<file path="src/rtl/seq_shifter_if.sv">
// Request/result bundle for seq_shifter.
// The master drives the request, the slave returns the result and status.
interface seq_shifter_if #(
    parameter int WIDTH = 32
);
    localparam int SHW = $clog2(WIDTH);

    logic             start;
    logic [1:0]       op;
    logic [WIDTH-1:0] in1;
    logic [SHW-1:0]   in2;
    logic [WIDTH-1:0] out;
    logic             busy;
    logic             done;

    modport master (
        output start, op, in1, in2,
        input  out, busy, done
    );

    modport slave (
        input  start, op, in1, in2,
        output out, busy, done
    );
endinterface

</file>
<file path="src/rtl/seq_shifter.sv">
// Multi-cycle shifter: SLL/SRL/SRA/ROR, up to STEP bit positions per cycle.
// Result stays on out until the next accepted start.
module seq_shifter #(
    parameter int WIDTH = 32,
    parameter int STEP  = 1
) (
    input  logic        clk,
    input  logic        rst,
    seq_shifter_if.slave bus
);
    localparam int SHW = $clog2(WIDTH);
    localparam logic [SHW-1:0] STEP_W = SHW'(STEP);

    localparam logic [1:0] OP_SLL = 2'b00;
    localparam logic [1:0] OP_SRL = 2'b01;
    localparam logic [1:0] OP_SRA = 2'b10;
    localparam logic [1:0] OP_ROR = 2'b11;

    if ((WIDTH < 2) || (WIDTH > 64) || ((WIDTH & (WIDTH - 1)) != 0)) begin : g_bad_width
        $error("seq_shifter: WIDTH must be a power of two in 2..64");
    end
    if (!((STEP == 1) || (STEP == 2) || (STEP == 4) || (STEP == 8)) || (STEP > WIDTH)) begin : g_bad_step
        $error("seq_shifter: STEP must be 1, 2, 4 or 8 and not exceed WIDTH");
    end

    typedef enum logic [1:0] {
        IDLE,
        SHIFT,
        DONE
    } state_t;

    state_t           state;
    state_t           state_nx;
    logic [WIDTH-1:0] data_r;
    logic [WIDTH-1:0] data_nx;
    logic [WIDTH-1:0] stepped;
    logic [SHW-1:0]   cnt;
    logic [SHW-1:0]   cnt_nx;
    logic [SHW-1:0]   amt;
    logic [1:0]       op_r;
    logic [1:0]       op_nx;
    logic             busy;
    logic             done;

    function automatic logic [WIDTH-1:0] shift_k(
        input logic [WIDTH-1:0] d,
        input logic [1:0]       op,
        input int               k
    );
        logic [WIDTH-1:0] r;
        r = d;
        unique case (op)
            OP_SLL: r = d << k;
            OP_SRL: r = d >> k;
            OP_SRA: r = $signed(d) >>> k;
            OP_ROR: r = (d >> k) | (d << (WIDTH - k));
            default: r = d;
        endcase
        return r;
    endfunction

    // When STEP equals WIDTH it cannot be encoded in SHW bits, but then
    // cnt < STEP always holds and STEP_W is never selected.
    always_comb begin
        amt = STEP_W;
        if (int'(cnt) < STEP) amt = cnt;
    end

    // Small STEP-way mux of constant shifts instead of a full barrel shifter.
    always_comb begin
        stepped = data_r;
        for (int k = 1; k <= STEP; k++) begin
            if (int'(amt) == k) stepped = shift_k(data_r, op_r, k);
        end
    end

    always_comb begin
        state_nx = state;
        data_nx  = data_r;
        cnt_nx   = cnt;
        op_nx    = op_r;
        busy     = 1'b0;
        done     = 1'b0;
        unique case (state)
            IDLE: begin
                if (bus.start) begin
                    data_nx  = bus.in1;
                    cnt_nx   = bus.in2;
                    op_nx    = bus.op;
                    state_nx = (bus.in2 != '0) ? SHIFT : DONE;
                end
            end
            SHIFT: begin
                busy    = 1'b1;
                data_nx = stepped;
                cnt_nx  = cnt - amt;
                if (cnt == amt) state_nx = DONE;
            end
            DONE: begin
                busy     = 1'b1;
                done     = 1'b1;
                state_nx = IDLE;
            end
            default: state_nx = IDLE;
        endcase
    end

    always_ff @(posedge clk) begin
        if (rst) begin
            state  <= IDLE;
            data_r <= '0;
            cnt    <= '0;
            op_r   <= '0;
        end else begin
            state  <= state_nx;
            data_r <= data_nx;
            cnt    <= cnt_nx;
            op_r   <= op_nx;
        end
    end

    assign bus.out  = data_r;
    assign bus.busy = busy;
    assign bus.done = done;
endmodule

</file>
<file path="src/flat_wrapper.sv">
// flat-port wrapper written by rule: the top's interface ports become plain ports
module seq_shifter_flat 
#(
    parameter int WIDTH = 32,
    parameter int STEP  = 1
)
  (clk, rst, bus_start, bus_op, bus_in1, bus_in2, bus_out, bus_busy, bus_done);
  seq_shifter_if #(.WIDTH(WIDTH)) bus_i ();
  input  logic clk;
  input  logic rst;
  input wire logic [$bits(bus_i.start)-1:0] bus_start;
  input wire logic [$bits(bus_i.op)-1:0] bus_op;
  input wire logic [$bits(bus_i.in1)-1:0] bus_in1;
  input wire logic [$bits(bus_i.in2)-1:0] bus_in2;
  output wire logic [$bits(bus_i.out)-1:0] bus_out;
  output wire logic [$bits(bus_i.busy)-1:0] bus_busy;
  output wire logic [$bits(bus_i.done)-1:0] bus_done;
  assign bus_i.start = bus_start;
  assign bus_i.op = bus_op;
  assign bus_i.in1 = bus_in1;
  assign bus_i.in2 = bus_in2;
  assign bus_out = bus_i.out;
  assign bus_busy = bus_i.busy;
  assign bus_done = bus_i.done;
  seq_shifter #(.WIDTH(WIDTH), .STEP(STEP)) u_core (.clk(clk), .rst(rst), .bus(bus_i));
endmodule
</file>
<file path="config.mk">
export PLATFORM = sky130hd
export DESIGN_NAME = seq_shifter_flat
export DESIGN_NICKNAME = d
export VERILOG_FILES = /design/src/rtl/seq_shifter_if.sv /design/src/rtl/seq_shifter.sv /design/src/flat_wrapper.sv
export SDC_FILE = /design/constraint.sdc
export NUM_CORES = 1
export LEC_CHECK = 0
export CAP_MARGIN = 40
export CORE_ASPECT_RATIO = 1.5
export CORE_MARGIN = 8
export CORE_UTILIZATION = 46
export CTS_CLUSTER_DIAMETER = 60
export CTS_CLUSTER_SIZE = 40
export DETAILED_ROUTE_END_ITERATION = 12
export PLACE_DENSITY = 0.89
export SLEW_MARGIN = 20
export SYNTH_ARGS = -nofsm -noshare
export SYNTH_HDL_FRONTEND = slang
export SYNTH_SLANG_ARGS = --single-unit
</file>
<file path="constraint.sdc">
create_clock -name clk -period 2.52 [get_ports clk]
set_clock_uncertainty 0.15 [all_clocks]
set_input_delay 0.504 -clock clk [delete_from_list [all_inputs] [get_ports clk]]
set_output_delay 0.504 -clock clk [all_outputs]
set_load 0.005 [all_outputs]
</file>
==> results of run 1 <==
-- metrics by stage --
step	cells	hold WS, ns	power [mW]	util [%]
after global placement	380	0.363	1.77	63.5
after global routing	388	0.412	2.34	65.3
final	388	0.397	2.21	65.3
after CTS	388	0.395	2.22	65.3
after detailed placement	380	0.376	1.80	63.5
after floorplan	250	0.324	1.43	-
-- critical path: stages, from the launching register on --
cell and delay [ns]:
dfxtp_1 0.36, inv_1 0.07, ha_1 0.27, clkdlybuf4s50_1 0.49
-- flip-flops by register name (all words and copies together) (netlist names) --
name and cells:
u_core.bus.out 32, u_core.op_r 2, u_core.state 2, u_core.cnt 5
-- layer usage --
layer  up-vias  wire length [um]  track usage [%]
met5         -                 0                0
met4         0                86             6.19
met3         5               348             3.17
met2        66              3060             28.6
met1       980              2520             18.2
li1       1068                 -                -
-- final timing paths --
| check | start | end | slack [ns] | cells after the start |
|---|---|---|---|---|
| worst max-delay path | u_core.state[1] | bus_busy | 0.37 | 3 |
| worst min-delay path | u_core.bus.out[15] | u_core.bus.out[15] | 0.40 | 1 |
| worst max register to register | u_core.cnt[4] | u_core.state[0] | 0.38 | 7 |
| worst min register to register | u_core.bus.out[15] | u_core.bus.out[15] | 0.40 | 1 |
-- cell families after synthesis --
kind of cell | count (synthesis)
and+or+nand+nor | 57
AOI/OAI and AO/OA | 89
adders and majority gates | 4
DFF | 41
muxes | 32
buffers and inverters | 27
-- synthesized netlist by cell type, types with 4 or more instances --
library cell,instances,area (um^2)
a21oi_1,38,190
mux2i_1,31,310
inv_1,7,26.3
a22o_1,30,263
clkbuf_1,9,33.8
ha_1,4,50.1
nand2_1,6,22.5
dfxtp_1,41,821
nor2_1,35,131
buf_2,5,25.0
buf_6,6,67.6
-- layout by cell type, fill, tap and decap left out, types with 3 or more instances in the layout --
cell,n
a211oi_1,3
a21oi_1,38
a22o_1,30
buf_4,9
clkbuf_8,5
clkdlybuf4s50_1,75
dfxtp_1,41
ha_1,3
inv_1,7
mux2i_1,31
nand2_1,6
nand2b_1,3
nand3_1,3
nor2_1,34
o21ai_0,3
-- where the power goes --
group          switching, mW  internal [mW]  total [mW]
registers              0.135          0.764       0.899
logic                  0.388          0.499       0.887
clock network          0.232          0.191       0.423
total                  0.755           1.45        2.21
-- cell type report --
class                           count  area (um^2)
Fill cell                         418         1660
Multi-Input combinational cell    182         1280
Inverter                            7         26.3
Tap cell                           66         82.6
Timing Repair Buffer               84          818
Sequential cell                    41          821
Clock inverter                      3         17.5
Clock buffer                        5         68.8
==> summary.txt, run 1 <==
Logic synthesis
  • Syn. warnings: 0
  • Post-synthesis compound-gate area fraction: 27.7%
  • Main combinational cell family by area after synthesis: compound AO/OA/AOI/OAI gates
  • Flip-flop and latch count after synthesis: 41
  • Syn_nets: 296
  • Library cells used by synthesis: 36
  • Number of synthesized flops with an enable pin: 0
  • Post-synthesis mux area share: around 14%
  • Post-synthesis cell count: 250
  • Post-synthesis sequential area ratio: between 30% and 40%
  • Synth Area in Simple Gates: 12.2%
  • Area share of fa/ha/maj cells after synthesis: 2.23%
  • Syn Std Cell Area: between 2000 and 2500 um^2
  • XOR/XNOR share of the synthesized area: 0%
  • Syn Area/Cell: 8.98 um^2
  • Synth async-reset ratio: 0%
  • Main flop type after synthesis: dfxtp_1

Setup path
  • Worst EP required: 1.87 ns
  • Critical path capture point type: output port
  • CP startpoint kind: flip-flop
  • Critical path arrival: approximately 1.5 ns
  • Crit Path Category: reg2out
  • Worst-path fanout max: 3

Floorplanning
  • Die area: between 7000 and 8000 um^2
  • Die Y: 102 um
  • # IOs: 76
  • Initial Util: 47.0%
  • Row cnt: 31
  • Die Wd: ~73 um
  • Total core area: 4770 um^2

Global route
  • Largest net degree at the start of global routing: 46
  • Gr usage total: between 10% and 20%
  • GRT overflow: 0
  • Initial antenna violation count: 0
  • Vias in the first global route: 2074
  • First-pass GRT wire length: about 9600 um

Pwr
  • Peak supply drop: 428 uV
  • Pleak: about 1.3 nW
  • Pwr dens: between 700 and 800 nW/um^2

Placement
  • Dpl hpwl: between 4000 and 5000 um
  • Place WS: 0.203 ns
  • GP Congestion: 0.817
  • PortBufs: 75
  • Post-Place Cell Area: 3030 um^2

Timing
  • Slew margin rel.: a little over three fifths
  • Fmax: approximately 460 MHz
  • Period minus WS final: between 2 and 2.5 ns
  • Sum Neg Setup Slack: 0 ns
  • Setup violators final: 0
  • Worst setup margin: around 0.37 ns
  • Max-slew violation count: 0
  • Final hold vios: 0
  • RSZ-0062 raised after global routing: no
  • Slew @ Worst Pin: ~0.55 ns
  • Part of the cycle the worst path needs: ~85%

Drt
  • Via density: ~5.5
  • Drt pass-1 iters: 4
  • Via count: approximately 2100
  • DRC errors left: 0
  • Detail Route Antenna Nets: 0
  • Initial DRC Count: around 140
  • Detailed-route wire length per cell: about 16 um
  • Final WL: roughly 6000 um

Hold path
  • Min-delay worst type: reg2reg

Flow run
  • Maxcap violations: 0

Clock network
  • Post-CTS sizing: 0
  • CTS Buffer Depth: 2
  • Hold buffers post-CTS: 0
  • CTS root buffer: clkbuf_8
  • H-Tree Depth: 2
  • Total CTS buffers: 5
  • Clk pin slew, worst setup/hold paths: around 0.080 ns
  • Clock sinks: 41
  • Post-CTS setup buffers: 0
  • CTS tree: done
  • Clk_lat worst skew: 0.30 ns

Cells and area
  • Number of diodes: 0
  • Area growth syn-to-layout: 38.8%
  • Finished Cell Area: approximately 3100 um^2
  • Share of cells above drive strength 1: 7.76%
  • Nets: about 370

Outcome
  • Status: finished clean
Note: power is estimated with default switching activity, not from simulation.
==> run 2: changes to the inputs <==
--- a/config.mk
+++ b/config.mk
@@ -12,7 +12,7 @@
 export CTS_CLUSTER_DIAMETER = 60
 export CTS_CLUSTER_SIZE = 40
 export DETAILED_ROUTE_END_ITERATION = 12
-export PLACE_DENSITY = 0.89
+export PLACE_DENSITY = 0.81
 export SLEW_MARGIN = 20
 export SYNTH_ARGS = -nofsm -noshare
 export SYNTH_HDL_FRONTEND = slang
==> run 2 against run 1 <==
Maximum frequency down 4.8%; first-iteration DRC count up 8.1%; routed wire length down 3.7%; largest cell class unchanged.
==> summary.txt, run 2 (synthesized netlist as in run 1, its figures left out) <==
Drt
  • Detailed-route wire length per cell: approximately 15 um
  • Initial DRC Count: between 100 and 150
  • Via density: about 5.5
  • Drt pass-1 iters: 4
  • Via count: about 2100
  • DRC errors left: 0
  • Detail Route Antenna Nets: 0
  • Final WL: just under 6000 um

Setup path
  • Worst-path fanout max: 4
  • Reg2reg end: u_core.state[0]
  • RR Startpoint: u_core.cnt[4]
  • Worst reg2reg setup slack: roughly 0.26 ns
  • Crit path max-delay family: compound AO/OA/AOI/OAI gates
  • CP peak stage delay: between 0.4 and 0.5 ns
  • Crit Path Category: reg2reg
  • Worst EP required: about 2.6 ns
  • CP startpoint kind: flip-flop
  • Buf+Inv Stages, Crit Path: 1
  • Crit path cell chain: nor4_4 > or2_2 > ha_1 > inv_1 > o41ai_1 > o2111ai_1 > a21oi_1
  • Critical path arrival: ~2.3 ns
  • Critical-path top delay cell: o41ai_1
  • Reg2Reg Depth: 7
  • Critical path capture point type: flip-flop

Timing
  • Slew @ Worst Pin: 0.678 ns
  • Setup violators final: 0
  • Period minus WS final: approximately 2.3 ns
  • Max-slew violation count: 0
  • Fmax: ~440 MHz
  • Part of the cycle the worst path needs: between 80% and 90%
  • Sum Neg Setup Slack: 0 ns
  • Worst hold slack: 0.392 ns
  • RSZ-0062 raised after global routing: no
  • Slew margin rel.: a little over half
  • Worst setup margin: ~0.26 ns
  • Final hold vios: 0

Hold path
  • Hold endpoint: u_core.bus.out[31]
  • Min-delay worst type: reg2reg
  • Worst hold stages: 2
  • Hold Crit Start: u_core.bus.out[31]

Pwr
  • Pleak: approximately 1.3 nW
  • Cell Int Power: 1.59 mW
  • Sequential share of power: between 30% and 40%
  • Sw Share: between 30% and 40%
  • Clk pwr share: between 20% and 30%
  • Pwr dens: 739 nW/um^2
  • Peak supply drop: 482 uV
  • Comb power frac: a little under two fifths
  • Switching Power: between 0.7 and 0.8 mW

Cells and area
  • Area of the multi-input gates: 1290 um^2
  • Fillers: 430
  • Most frequent cells in the layout: clkdlybuf4s50_1 (75), dfxtp_1 (41), a21oi_1 (38), nor2_1 (34), mux2i_1 (31)
  • Share of cells above drive strength 1: 7.45%
  • Nets: about 370
  • Final Core Density: ~66%
  • Largest register FFs: 32
  • Area growth syn-to-layout: 40.4%
  • Commonest non-fill, non-tap cell in the layout: clkdlybuf4s50_1
  • Sequential Area: 821 um^2
  • Number of diodes: 0

Floorplanning
  • Die area: ~7400 um^2
  • Initial Util: 47.0%
  • Die Wd: about 73 um
  • Die Y: roughly 100 um
  • # IOs: 76
  • Row cnt: 31
  • Total core area: approximately 4800 um^2

Clock network
  • Clock sinks: between 40 and 50
  • H-Tree Depth: 2
  • Clk_lat worst skew: roughly 0.29 ns
  • Post-CTS sizing: 0
  • Hold buffers post-CTS: 0
  • CTS tree: done
  • CTS root buffer: clkbuf_8
  • CTS Buffer Depth: 2
  • Total CTS buffers: 5
  • Post-CTS setup buffers: 0
  • Clk pin slew, worst setup/hold paths: approximately 0.070 ns

Placement
  • GP Congestion: 0.758
  • PortBufs: 75
  • Place WS: around 0.14 ns
  • Dpl hpwl: 4230 um

Global route
  • Largest net degree at the start of global routing: 45
  • Initial antenna violation count: 0
  • First-pass GRT wire length: between 9000 and 10000 um
  • GRT overflow: 0
  • Vias in the first global route: ~2100
  • Gr usage total: roughly 16%

Flow run
  • Maxcap violations: 0

Outcome
  • Status: finished clean
==> run 2: cell count changes in the layout (fill, tap and decap cells not counted), sizes merged <==
cell	delta
clkbuf	+2
clkinv	-2
bufinv	+1
clkinvlp	-1
==> run 2: power by group through the flow <==
stage / registers, mW / logic, mW / clock network, mW
2_1_floorplan: 0.888 / 0.540 / 0
3_3_place_gp: 0.908 / 0.874 / 0
3_5_place_dp: 0.910 / 0.895 / 0
4_1_cts: 0.897 / 0.898 / 0.554
5_1_grt: 0.914 / 0.976 / 0.587
6_report: 0.896 / 0.887 / 0.544
==> run 2: metal layers <==
| metal | vias up | wire (um) | GRT usage, % | share of wire [%] |
|---|---|---|---|---|
| li1 | 1061 | - | - | - |
| met1 | 992 | 2440 | 18.1 | 42 |
| met2 | 58 | 2960 | 27.0 | 51 |
| met3 | 7 | 291 | 3.87 | 5.0 |
| met4 | 0 | 97 | 6.66 | 1.7 |
| met5 | - | 0 | 0 | 0 |
==> run 2: tightest hold or removal path, stage by stage, from the launching register on <==
cell      delay (ns)
dfxtp_1         0.33
a21oi_1         0.11
a311oi_1        0.05
==> run 2: layout make-up <==
cell class              instances  share of cell area, %
clock buffers                   7                   2.74
clock inverters                 1                  0.953
inverters                       7                  0.834
multi-input cells             182                   40.8
flip-flops and latches         41                   26.1
well taps                      66                   2.62
repair buffers                 84                   26.0
==> run 2: worst max-delay path by stage <==
stage                   from                end  slack, ns  depth (start not counted)
2_1_floorplan  u_core.cnt[1]    u_core.state[0]       0.54                          7
3_3_place_gp       bus_start  u_core.bus.out[5]      -0.22                          5
3_5_place_dp       bus_start  u_core.bus.out[8]       0.14                          5
4_1_cts        u_core.cnt[4]    u_core.state[0]       0.24                          7
5_1_grt        u_core.cnt[4]    u_core.state[0]       0.08                          7
6_report       u_core.cnt[4]    u_core.state[0]       0.26                          7
==> run 2: stage by stage <==
stage	total power, mW	cells	instance area [um^2]
finish	2.33	388	3150
CTS	2.35	388	3150
global route	2.48	388	3150
floorplan	1.43	250	2240
global placement	1.78	380	3030
detailed placement	1.80	380	3030
